[src/rtl/bus_slave_mem_if.sv]
// Asynchronous-style strobe/acknowledge bus between the write master and the
// register-memory slave. All signals are synchronous to the system clock.
interface bus_slave_mem_if;
  logic        as_n;
  logic        wr_n;
  logic [31:0] address;
  logic [31:0] data_in;
  logic        ack_n;
  logic [31:0] data_out;

  // Four-phase handshake: master drops as_n with wr_n/address/data_in stable
  // for the sampling edge; slave drops ack_n when the access is done and
  // raises it only after seeing as_n high again. Master may abort before ack.
  modport master (
    output as_n,
    output wr_n,
    output address,
    output data_in,
    input  ack_n,
    input  data_out
  );

  modport slave (
    input  as_n,
    input  wr_n,
    input  address,
    input  data_in,
    output ack_n,
    output data_out
  );
endinterface

[src/rtl/bus_slave_mem.sv]
// Word-addressed register memory behind a four-phase as_n/ack_n handshake,
// with programmable wait states and a completed-write counter.
module bus_slave_mem #(
  parameter int ADDR_BITS   = 4,
  parameter int WAIT_STATES = 2
) (
  input  logic                clk,
  input  logic                reset,
  bus_slave_mem_if.slave      bus,
  output logic                busy,
  output logic [15:0]         wr_count,
  output logic [1:0]          o_state
);

  localparam int DEPTH = 1 << ADDR_BITS;
  localparam int CW    = (WAIT_STATES > 0) ? $clog2(WAIT_STATES + 1) : 1;
  localparam logic [CW-1:0] WS_LOAD = CW'(WAIT_STATES);

  typedef enum logic [1:0] {
    S_IDLE = 2'd0,
    S_WAIT = 2'd1,
    S_ACK  = 2'd2
  } state_t;

  state_t                 r_state;
  logic [CW-1:0]          r_wcnt;
  logic                   r_wr_n;
  logic [31:0]            r_addr;
  logic [31:0]            r_data;
  logic                   r_ack_n;
  logic [31:0]            r_dout;
  logic                   r_busy;
  logic [15:0]            r_wr_count;
  logic [31:0]            r_mem [DEPTH];

  logic                   w_in_range;
  logic [ADDR_BITS-1:0]   w_idx;

  // Decode works on the latched address so late master changes are ignored.
  assign w_in_range = (r_addr[31:ADDR_BITS] == '0);
  assign w_idx      = r_addr[ADDR_BITS-1:0];

  always_ff @(posedge clk or negedge reset) begin
    if (!reset) begin
      r_state    <= S_IDLE;
      r_wcnt     <= '0;
      r_wr_n     <= 1'b1;
      r_addr     <= '0;
      r_data     <= '0;
      r_ack_n    <= 1'b1;
      r_dout     <= '0;
      r_busy     <= 1'b0;
      r_wr_count <= '0;
      for (int i = 0; i < DEPTH; i++) begin
        r_mem[i] <= '0;
      end
    end else begin
      case (r_state)
        S_IDLE: begin
          if (!bus.as_n) begin
            r_addr  <= bus.address;
            r_wr_n  <= bus.wr_n;
            r_data  <= bus.data_in;
            r_wcnt  <= WS_LOAD;
            r_busy  <= 1'b1;
            r_state <= S_WAIT;
          end
        end
        S_WAIT: begin
          if (bus.as_n) begin
            // Master withdrew the strobe before ack: drop the cycle silently.
            r_busy  <= 1'b0;
            r_state <= S_IDLE;
          end else if (r_wcnt == '0) begin
            r_ack_n <= 1'b0;
            r_state <= S_ACK;
            if (!r_wr_n) begin
              if (w_in_range) begin
                r_mem[w_idx] <= r_data;
                r_wr_count   <= r_wr_count + 16'd1;
              end
            end else begin
              r_dout <= w_in_range ? r_mem[w_idx] : 32'd0;
            end
          end else begin
            r_wcnt <= r_wcnt - 1'b1;
          end
        end
        S_ACK: begin
          // Held here until the strobe goes away, so one strobe = one access.
          if (bus.as_n) begin
            r_ack_n <= 1'b1;
            r_dout  <= '0;
            r_busy  <= 1'b0;
            r_state <= S_IDLE;
          end
        end
        default: begin
          r_ack_n <= 1'b1;
          r_dout  <= '0;
          r_busy  <= 1'b0;
          r_state <= S_IDLE;
        end
      endcase
    end
  end

  assign bus.ack_n    = r_ack_n;
  assign bus.data_out = r_dout;
  assign busy         = r_busy;
  assign wr_count     = r_wr_count;
  assign o_state      = r_state;

endmodule

[src/flat_wrapper.sv]
// flat-port wrapper written by rule: the top's interface ports become plain ports
module bus_slave_mem_flat 
#(
  parameter int ADDR_BITS   = 4,
  parameter int WAIT_STATES = 2
)
  (clk, reset, busy, wr_count, o_state, bus_as_n, bus_wr_n, bus_address, bus_data_in, bus_ack_n, bus_data_out);
  bus_slave_mem_if bus_i ();
  input  logic clk;
  input  logic reset;
  output logic busy;
  output logic [15:0] wr_count;
  output logic [1:0] o_state;
  input wire logic [$bits(bus_i.as_n)-1:0] bus_as_n;
  input wire logic [$bits(bus_i.wr_n)-1:0] bus_wr_n;
  input wire logic [$bits(bus_i.address)-1:0] bus_address;
  input wire logic [$bits(bus_i.data_in)-1:0] bus_data_in;
  output wire logic [$bits(bus_i.ack_n)-1:0] bus_ack_n;
  output wire logic [$bits(bus_i.data_out)-1:0] bus_data_out;
  assign bus_i.as_n = bus_as_n;
  assign bus_i.wr_n = bus_wr_n;
  assign bus_i.address = bus_address;
  assign bus_i.data_in = bus_data_in;
  assign bus_ack_n = bus_i.ack_n;
  assign bus_data_out = bus_i.data_out;
  bus_slave_mem #(.ADDR_BITS(ADDR_BITS), .WAIT_STATES(WAIT_STATES)) u_core (.clk(clk), .reset(reset), .bus(bus_i), .busy(busy), .wr_count(wr_count), .o_state(o_state));
endmodule
[config.mk]
export PLATFORM = sky130hd
export DESIGN_NAME = bus_slave_mem_flat
export DESIGN_NICKNAME = d
export VERILOG_FILES = /design/src/rtl/bus_slave_mem_if.sv /design/src/rtl/bus_slave_mem.sv /design/src/flat_wrapper.sv
export SDC_FILE = /design/constraint.sdc
export NUM_CORES = 1
export LEC_CHECK = 0
export BUFFER_PORTS_ARGS = -buffer_cell sky130_fd_sc_hd__buf_2
export CAP_MARGIN = 10
export CORE_ASPECT_RATIO = 1.5
export CORE_MARGIN = 5
export CORE_UTILIZATION = 62
export DETAILED_ROUTE_END_ITERATION = 8
export GPL_TIMING_DRIVEN = 1
export MAX_ROUTING_LAYER = met4
export PLACE_DENSITY = 0.8
export SKIP_CTS_REPAIR_TIMING = 1
export SLEW_MARGIN = 40
export SYNTH_ARGS = -nofsm -noshare
export SYNTH_HDL_FRONTEND = slang
export SYNTH_SLANG_ARGS = --single-unit
[constraint.sdc]
create_clock -name clk -period 3.07 [get_ports clk]
set_input_delay 0.614 -clock clk [delete_from_list [all_inputs] [get_ports clk]]
set_output_delay 0.614 -clock clk [all_outputs]
set_load 0.005 [all_outputs]
; Word level (Yosys, flattened, before mapping)
; Cells that the tools add are included.
[totals]
mem_bits_rw = 0
out_inout_bits = 52
inputBits = 68
word_cells = 84
n_memories = 0
romBits = 0
latch_bits = 0
ff_bits = 631
[classes]
bitwise_logic = 4
n_eq_ne = 10
muxes = 28
n_lt_le_gt_ge = 2
n_reduce_logical = 13
n_addsub = 2
n_div = 0
mul = 0
shift = 0
[ops]
columns = cell, count
row1 = bitwise mux 512 bit, 1
row2 = 2-to-1 mux 32 bit, 8
row3 = binary-select mux 32 bit (select 4 bit), 1
row4 = demux 32 bit (select 4 bit), 1
row5 = case mux 32 bit (3 select lines), 1
row6 = zero test 28 bit, 1
row7 = adder 16 x 1 -> 16 bit (second input constant), 1
row8 = 2-to-1 mux 2 bit, 7
row9 = AND reduction 5 bit, 2
row10 = inequality test 2 bit (second input constant), 4
row11 = AND reduction 4 bit, 2
row12 = inequality test 2 x 1 -> 1 bit (second input constant), 3
row13 = case mux 2 bit (3 select lines), 1
row14 = greater-or-equal comparator 5 bit (second input constant), 1
row15 = < comparator 5 x 1 -> 1 bit (second input constant), 1
row16 = 2-to-1 mux 1 bit, 5
row17 = inverter 4 -> 5 bit, 1
row18 = zero test 2 bit, 2
row19 = case mux 2 bit (2 select lines), 1
row20 = AND reduction 2 bit, 2
row21 = inequality test 3 x 2 -> 1 bit (second input constant), 1
row22 = inverter 1 bit, 3
row23 = case mux 1 bit (3 select lines), 1
row24 = AND reduction 3 bit, 1
row25 = 7 further kinds, 7

; Longest topological paths before layout
; Gate-level depths: netlist of run 1.
[depth]
depth_word = 9
mapped_depth = 9
depth_no_buf = 6

; Worst setup path after synthesis of run 1
; Ideal clock, no wire load.
[synth_path]
path_kind = input-to-reg
from = input bus_as_n
to = register u_core.r_mem[149] (netlist bit)
arrival_ns = 2.381
stages = 6
setup_time_ns = 0.125
required_time_ns = 2.945
n_path_buf = 2
slack_ns = 0.564
cell_sequence = nor4_2 nand4_1 buf_4 nor4_4 buf_2 mux2_2
[synth_via]
elab_chain_cells = 2
[synth_rtl]
columns = element, line_no
row1 = start: declaration, flat_wrapper.sv:14  ; input wire logic [$bits(bus_i.as_n)-1:0] bus_as_n;
row2 = inverter 1 bit (no source line), -
row3 = AND reduction 5 bit (no source line), -
row4 = end signal: indexed assignment, bus_slave_mem.sv:79  ; r_mem[w_idx] <= r_data;
row5 = end: declaration, bus_slave_mem.sv:34  ; logic [31:0] r_mem [DEPTH];
; Every way passes these cells.
; A chain may end at the register's enable or synchronous reset.

; Worst setup path after layout of run 1
[layout_path]
from = register u_core.r_state[1] (netlist: u_core.o_state[1])
to = register u_core.r_dout[19] (netlist: u_core.bus.data_out[19])
[layout_via]
elab_chain_cells = 3
elab_cells_between_ends = 10
classes_between = eq/ne (6) / mux (1) / bitwise (1) / reduce/logical (2)
[layout_rtl]
columns = element, line_no
row1 = start: declaration, bus_slave_mem.sv:25  ; state_t r_state;
row2 = start signal: assignment, bus_slave_mem.sv:45  ; r_state <= S_IDLE;
row3 = start signal: assignment, bus_slave_mem.sv:66  ; r_state <= S_WAIT;
row4 = start signal: assignment, bus_slave_mem.sv:73  ; r_state <= S_IDLE;
row5 = "== test 2 x 1 -> 1 bit, or another cell as far along", bus_slave_mem.sv:58  ; case (r_state)
row6 = "inequality test 2 x 1 -> 1 bit (no source line), or another cell as far along", -
row7 = AND reduction 5 bit (no source line), -
row8 = end signal: assignment, bus_slave_mem.sv:83  ; r_dout <= w_in_range ? r_mem[w_idx] : 32'd0;
row9 = end: declaration, bus_slave_mem.sv:31  ; logic [31:0] r_dout;
; Parallel ways exist; a longest one is shown, timed or not.

==> results.json, run 1 <==
{
  "htree_levels": 2,
  "syn_nets": 2093,
  "die_y_um": 273,
  "grt_max_degree": 88,
  "layout_setup_ws_ps": 430,
  "netlist_top_cells_area": "dfrtp_1 (55%), mux2_2 (20%), mux4_2 (5.1%), mux2i_1 (3.4%), mux2_1 (2.5%)",
  "fin_total_pwr_mw": 22.1,
  "yosysTopAreaCell": "dfrtp_1",
  "dpl_cell_area_um2": 30100,
  "power_density_nw_per_um2": 691,
  "grt_use_met1": 0.345,
  "max_cap_viol_count": 0,
  "antenna_found_initial": 0,
  "holdCritStartpoint": "bus_data_in[31]",
  "nets": 2163,
  "cp_max_fo": 18,
  "hold_depth": 2,
  "grt.busiest_layer": "met2",
  "gr-usage-all-layers": 0.277,
  "worst-slew-pin-transition_ps": 809,
  "overflow": 0,
  "rows": 96,
  "place.gp.congestion": 0.831,
  "mostFrequentLayoutCells": "dfrtp_1 (625), mux2_2 (514), buf_2 (118)",
  "r2r_slack_ps": 430,
  "hold_path.class": "in2reg",
  "p_leak_nw": 15.8,
  "clock_power_share": 0.318,
  "root_buffer": "clkbuf_16",
  "synthFlopType": "dfrtp_1",
  "max_freq_mhz": 379,
  "layout_commonest_cell": "dfrtp_1",
  "num_io_pins": 120,
  "slew_headroom": 0.461,
  "min_period_over_period": 0.860,
  "area_delta_synth_final_pct": 12.1,
  "synth_edf_count": 0,
  "ant_nets": 0,
  "clock_skew_ps": 21.8,
  "ys_seq_area_frac": 0.554,
  "p_comb_frac": 0.218,
  "worstReg2RegStart": "u_core.o_state[1]",
  "met3_usage": 0.0379,
  "seq_power_share": 0.463,
  "layout-drive-gt1-share": 0.413,
  "wl_per_cell_um": 24.4,
  "diodes": 0,
  "worstPathArrival_ps": 3120,
  "cts.path.max_buffers": 3,
  "rsz0062_at_grt": "false",
  "final_area_um2": 32000,
  "setup_violations": 0,
  "die_area_um2": 50400,
  "dr.pass1.iters": 5,
  "fillCellCount": 3033,
  "tns_ps": 0,
  "yosys_warnings": 0,
  "numCtsBuffers": 57,
  "min_period_ps": 2640,
  "slew_viol_final": 0,
  "switching_share": 0.335,
  "ys_types": 44,
  "via_per_inst": 6.41,
  "synthCells": 2020,
  "start_util": 0.624,
  "vias": 17500,
  "criticalPathCategory": "reg2reg",
  "drcViolationCount": 0,
  "startpoint_type": "register",
  "reg2reg_depth": 8,
  "drt-initial-drc-count": 1112,
  "clock_latency_ps": 590,
  "syn_area_per_cell_um2": 14.1,
  "wirelength_um": 66500,
  "ys_seq_elements": 631,
  "min_to": "u_core.r_data[31]",
  "grtUsageMet2": 0.469,
  "hpwl_um": 39100,
  "vdd_drop_max_v": 0.000589,
  "cts_tree": "built",
  "power.net_switching_mw": 7.38,
  "pre_cts_ws_ps": 309,
  "final_hold_viol_count": 0,
  "io_buffers": 119,
  "path_clk_slew_ps": 70,
  "critPathCaptureType": "register",
  "worstPathRequired_ps": 3550,
  "grt_first_pass_wirelength_um": 107000,
  "die_w_um": 185,
  "clock-sinks": 631,
  "outcome": "finished, final reports clean",
  "syn-cell-area_um2": 28500,
  "async_flop_share": 1.00,
  "core-area_um2": 45600,
  "grt_pass1_vias": 19100,
  "synth_top_area_frac": 0.552,
  "reg2reg_to": "u_core.bus.data_out[19]",
  "p_int_mw": 14.7,
  "whs_ps": 254
}
-- cells in the mapped netlist, types with 33 or more instances --
| cell type | number |
|---|---|
| mux4_2 | 64 |
| clkbuf_1 | 62 |
| buf_2 | 65 |
| mux2_2 | 514 |
| mux2_1 | 64 |
| o21ai_0 | 36 |
| dfrtp_1 | 629 |
| buf_1 | 44 |
| nand3_1 | 50 |
| and3_1 | 36 |
| o31ai_1 | 33 |
| mux2i_1 | 97 |
| nand2_1 | 109 |
-- cells by family after synthesis --
family,share of synthesized area
compound gates,0.0443
mux,0.313
buf+inv,0.0280
fa+ha+maj,0.00220
xor+xnor,0.00461
flops,0.554
simple gates,0.0535
-- flip-flops by register name (all words and copies together), names as in the netlist --
| signal | flops |
|---|---|
| u_core.bus.ack_n | 1 |
| u_core.bus.data_out | 32 |
| u_core.busy | 1 |
| u_core.o_state | 2 |
| u_core.r_addr | 32 |
| u_core.r_data | 32 |
| u_core.r_mem | 512 |
| u_core.r_wcnt | 2 |
| u_core.r_wr_n | 1 |
| u_core.wr_count | 16 |
-- critical path: stages (launching register included) --
cell	delay, ps
dfrtp_1	420
inv_1	90
ha_1	330
and2_1	220
nand4_2	100
buf_4	230
or4_1	530
buf_4	270
o31ai_1	330
-- power by group through the flow --
stage	combinational [mW]	clock, mW	sequential, mW
after CTS	4.82	7.11	10.2
after global routing	5.14	7.43	10.3
after global placement	4.68	0	10.3
after detailed placement	4.80	0	10.3
final	4.82	7.03	10.2
after floorplan	3.78	0	9.35
-- worst max-delay path by stage --
stage / start / end / slack (ps) / cells after the start
6_report: u_core.o_state[1] / u_core.bus.data_out[19] / 430 / 8
5_1_grt: u_core.o_state[1] / u_core.bus.data_out[23] / 310 / 8
4_1_cts: u_core.r_addr[6] / u_core.bus.data_out[19] / 410 / 6
3_5_place_dp: bus_as_n / u_core.r_mem[198] / 310 / 7
3_3_place_gp: bus_as_n / u_core.r_mem[198] / 320 / 7
2_1_floorplan: bus_as_n / u_core.r_mem[149] / 560 / 6
-- area by class of cell --
type / count / area, um2 / area share
flip-flops and latches: 631 / 15800 / 0.495
multi-input cells: 1203 / 12000 / 0.376
clock buffers: 93 / 1720 / 0.0539
repair buffers: 187 / 1520 / 0.0475
well taps: 588 / 736 / 0.0230
clock inverters: 11 / 109 / 0.00341
inverters: 10 / 37.5 / 0.00117
-- layer usage --
layer / wire length, um / share of wire / up-vias
li1: - / - / 7523
met1: 26300 / 0.39 / 9279
met2: 34900 / 0.52 / 512
met3: 3110 / 0.047 / 153
met4: 2290 / 0.034 / 0
met5: 0 / 0 / -
-- through the flow --
step | utilization | std cells
floorplan | - | 2020
global placement | 0.659 | 2617
finish | 0.700 | 2723
CTS | 0.700 | 2722
detailed placement | 0.660 | 2618
global route | 0.700 | 2723
No activity file was read; power rests on OpenSTA's default activity.
==> run 2: changes to the inputs <==
--- a/config.mk
+++ b/config.mk
@@ -13,7 +13,7 @@
 export DETAILED_ROUTE_END_ITERATION = 8
 export GPL_TIMING_DRIVEN = 1
 export MAX_ROUTING_LAYER = met4
-export PLACE_DENSITY = 0.8
+export PLACE_DENSITY = 0.79
 export SKIP_CTS_REPAIR_TIMING = 1
 export SLEW_MARGIN = 40
 export SYNTH_ARGS = -nofsm -noshare
==> results.json, run 2 (synthesis results as in run 1) <==
{
  "start_util": 0.624,
  "vdd_drop_max_v": 0.000592,
  "dr.pass1.iters": 5,
  "largest_reg_flops": 512,
  "worst-slew-pin-transition_ps": 728,
  "cp-endpoint": "u_core.bus.data_out[15]",
  "cpPeakStageDelay_ps": 470,
  "clock-sinks": 631,
  "critPathTopFamily": "simple AND/OR/NAND/NOR gates",
  "hpwl_um": 39400,
  "startpoint_type": "register",
  "mostFrequentLayoutCells": "dfrtp_1 (625), mux2_2 (514), buf_2 (118)",
  "worstPathRequired_ps": 3550,
  "hold_path.class": "in2reg",
  "rows": 96,
  "overflow": 0,
  "fin_cells": 2727,
  "wl_per_cell_um": 24.6,
  "critPathLaunch": "u_core.o_state[1]",
  "final_hold_viol_count": 0,
  "min_period_over_period": 0.869,
  "numCtsBuffers": 58,
  "tns_ps": 0,
  "htree_levels": 2,
  "largest-register": "u_core.r_mem",
  "outcome": "finished, final reports clean",
  "gr-usage-all-layers": 0.282,
  "r2r_slack_ps": 400,
  "drcViolationCount": 0,
  "max_freq_mhz": 375,
  "worst_path_most_repeated_cell": "buf_4",
  "place.gp.congestion": 0.787,
  "cp_max_fo": 32,
  "vias": 17400,
  "diodes": 0,
  "criticalPathCategory": "reg2reg",
  "core-area_um2": 45600,
  "worstReg2RegStart": "u_core.o_state[1]",
  "wirelength_um": 67200,
  "die_w_um": 185,
  "critPathCaptureType": "register",
  "io_buffers": 119,
  "area_delta_synth_final_pct": 12.5,
  "layout-drive-gt1-share": 0.416,
  "power_density_nw_per_um2": 695,
  "min_period_ps": 2670,
  "slew_viol_final": 0,
  "path_cells": "inv_1 -> ha_1 -> and2_1 -> nand4_2 -> buf_4 -> or4_1 -> buf_4 -> o31ai_1",
  "dpl_cell_area_um2": 30100,
  "die_area_um2": 50400,
  "layout_commonest_cell": "dfrtp_1",
  "path_clk_slew_ps": 60,
  "grt_pass1_vias": 19300,
  "slew_headroom": 0.514,
  "place_inst": 2620,
  "grt_max_degree": 102,
  "die_y_um": 273,
  "num_io_pins": 120,
  "worstPathArrival_ps": 3150,
  "grt_first_pass_wirelength_um": 109000,
  "nets": 2166,
  "ant_nets": 0,
  "root_buffer": "clkbuf_16",
  "path_depth": 8,
  "reg2reg_depth": 8,
  "antenna_found_initial": 0,
  "max_cap_viol_count": 0,
  "reg2reg_to": "u_core.bus.data_out[15]",
  "p_leak_nw": 15.8,
  "cts.path.max_buffers": 3,
  "cts_tree": "built",
  "path_buf_inv": 3,
  "setup_violations": 0,
  "final_area_um2": 32100,
  "clock_latency_ps": 600,
  "cp_slowest_cell": "or4_1",
  "via_per_inst": 6.38,
  "rsz0062_at_grt": "false",
  "clock_skew_ps": 19.9,
  "drt-initial-drc-count": 1261
}
==> run 2: cell count changes in the layout (fill, tap and decap cells not counted), sizes merged <==
| cell | previous run | this run |
|---|---|---|
| buf | 186 | 188 |
| clkinvlp | 0 | 1 |
| inv | 10 | 11 |
==> run 2: layer usage <==
metal  share of wire  track usage  up-vias  wire (um)
met5               0            -        -          0
met4           0.030       0.0858        0       2040
met3           0.042       0.0382      132       2830
met2            0.52        0.476      427      35300
met1            0.40        0.359     9284      27100
li1                -            -     7550          -
==> run 2: how the worst min path moves through the flow <==
stage / from / to / slack (ps) / cells past startpoint
after detailed placement: u_core.bus.data_out[7] / u_core.bus.data_out[7] / 470 / 2
after global routing: bus_address[1] / u_core.r_addr[1] / 230 / 2
after CTS: reset / u_core.r_addr[11] / -90 / 1
final: bus_data_in[30] / u_core.r_data[30] / 240 / 2
after global placement: u_core.wr_count[15] / u_core.wr_count[15] / 460 / 1
after floorplan: reset / u_core.bus.data_out[0] / 320 / 0
==> run 2: layout make-up <==
class	instances	area, um2
inverters	10	37.5
fillers	3066	13600
well taps	588	736
clock inverters	13	125
clock buffers	93	1800
repair buffers	189	1530
multi-input cells	1203	12000
flip-flops and latches	631	15800
==> run 2: stage by stage <==
| step | setup slack (ps) | utilization | total power [mW] | hold WS [ps] |
|---|---|---|---|---|
| 2_1_floorplan | 564 | - | 13.1 | 318 |
| 3_3_place_gp | 358 | 0.660 | 15.0 | 458 |
| 3_5_place_dp | 320 | 0.660 | 15.2 | 466 |
| 4_1_cts | 401 | 0.702 | 22.4 | -89.2 |
| 5_1_grt | 233 | 0.702 | 23.1 | 229 |
| 6_report | 401 | 0.702 | 22.3 | 243 |
==> run 2: worst reg2reg max path, cell delays in order, from the launching register on <==
cell	delay (ps)
dfrtp_1	430
inv_1	100
ha_1	320
and2_1	220
nand4_2	100
buf_4	230
or4_1	480
buf_4	320
o31ai_1	370
==> run 2: power breakdown <==
group / switching, mW / internal [mW] / total (mW)
clock: 3.08 / 4.16 / 7.23
combinational: 2.89 / 1.94 / 4.83
sequential: 1.41 / 8.80 / 10.2
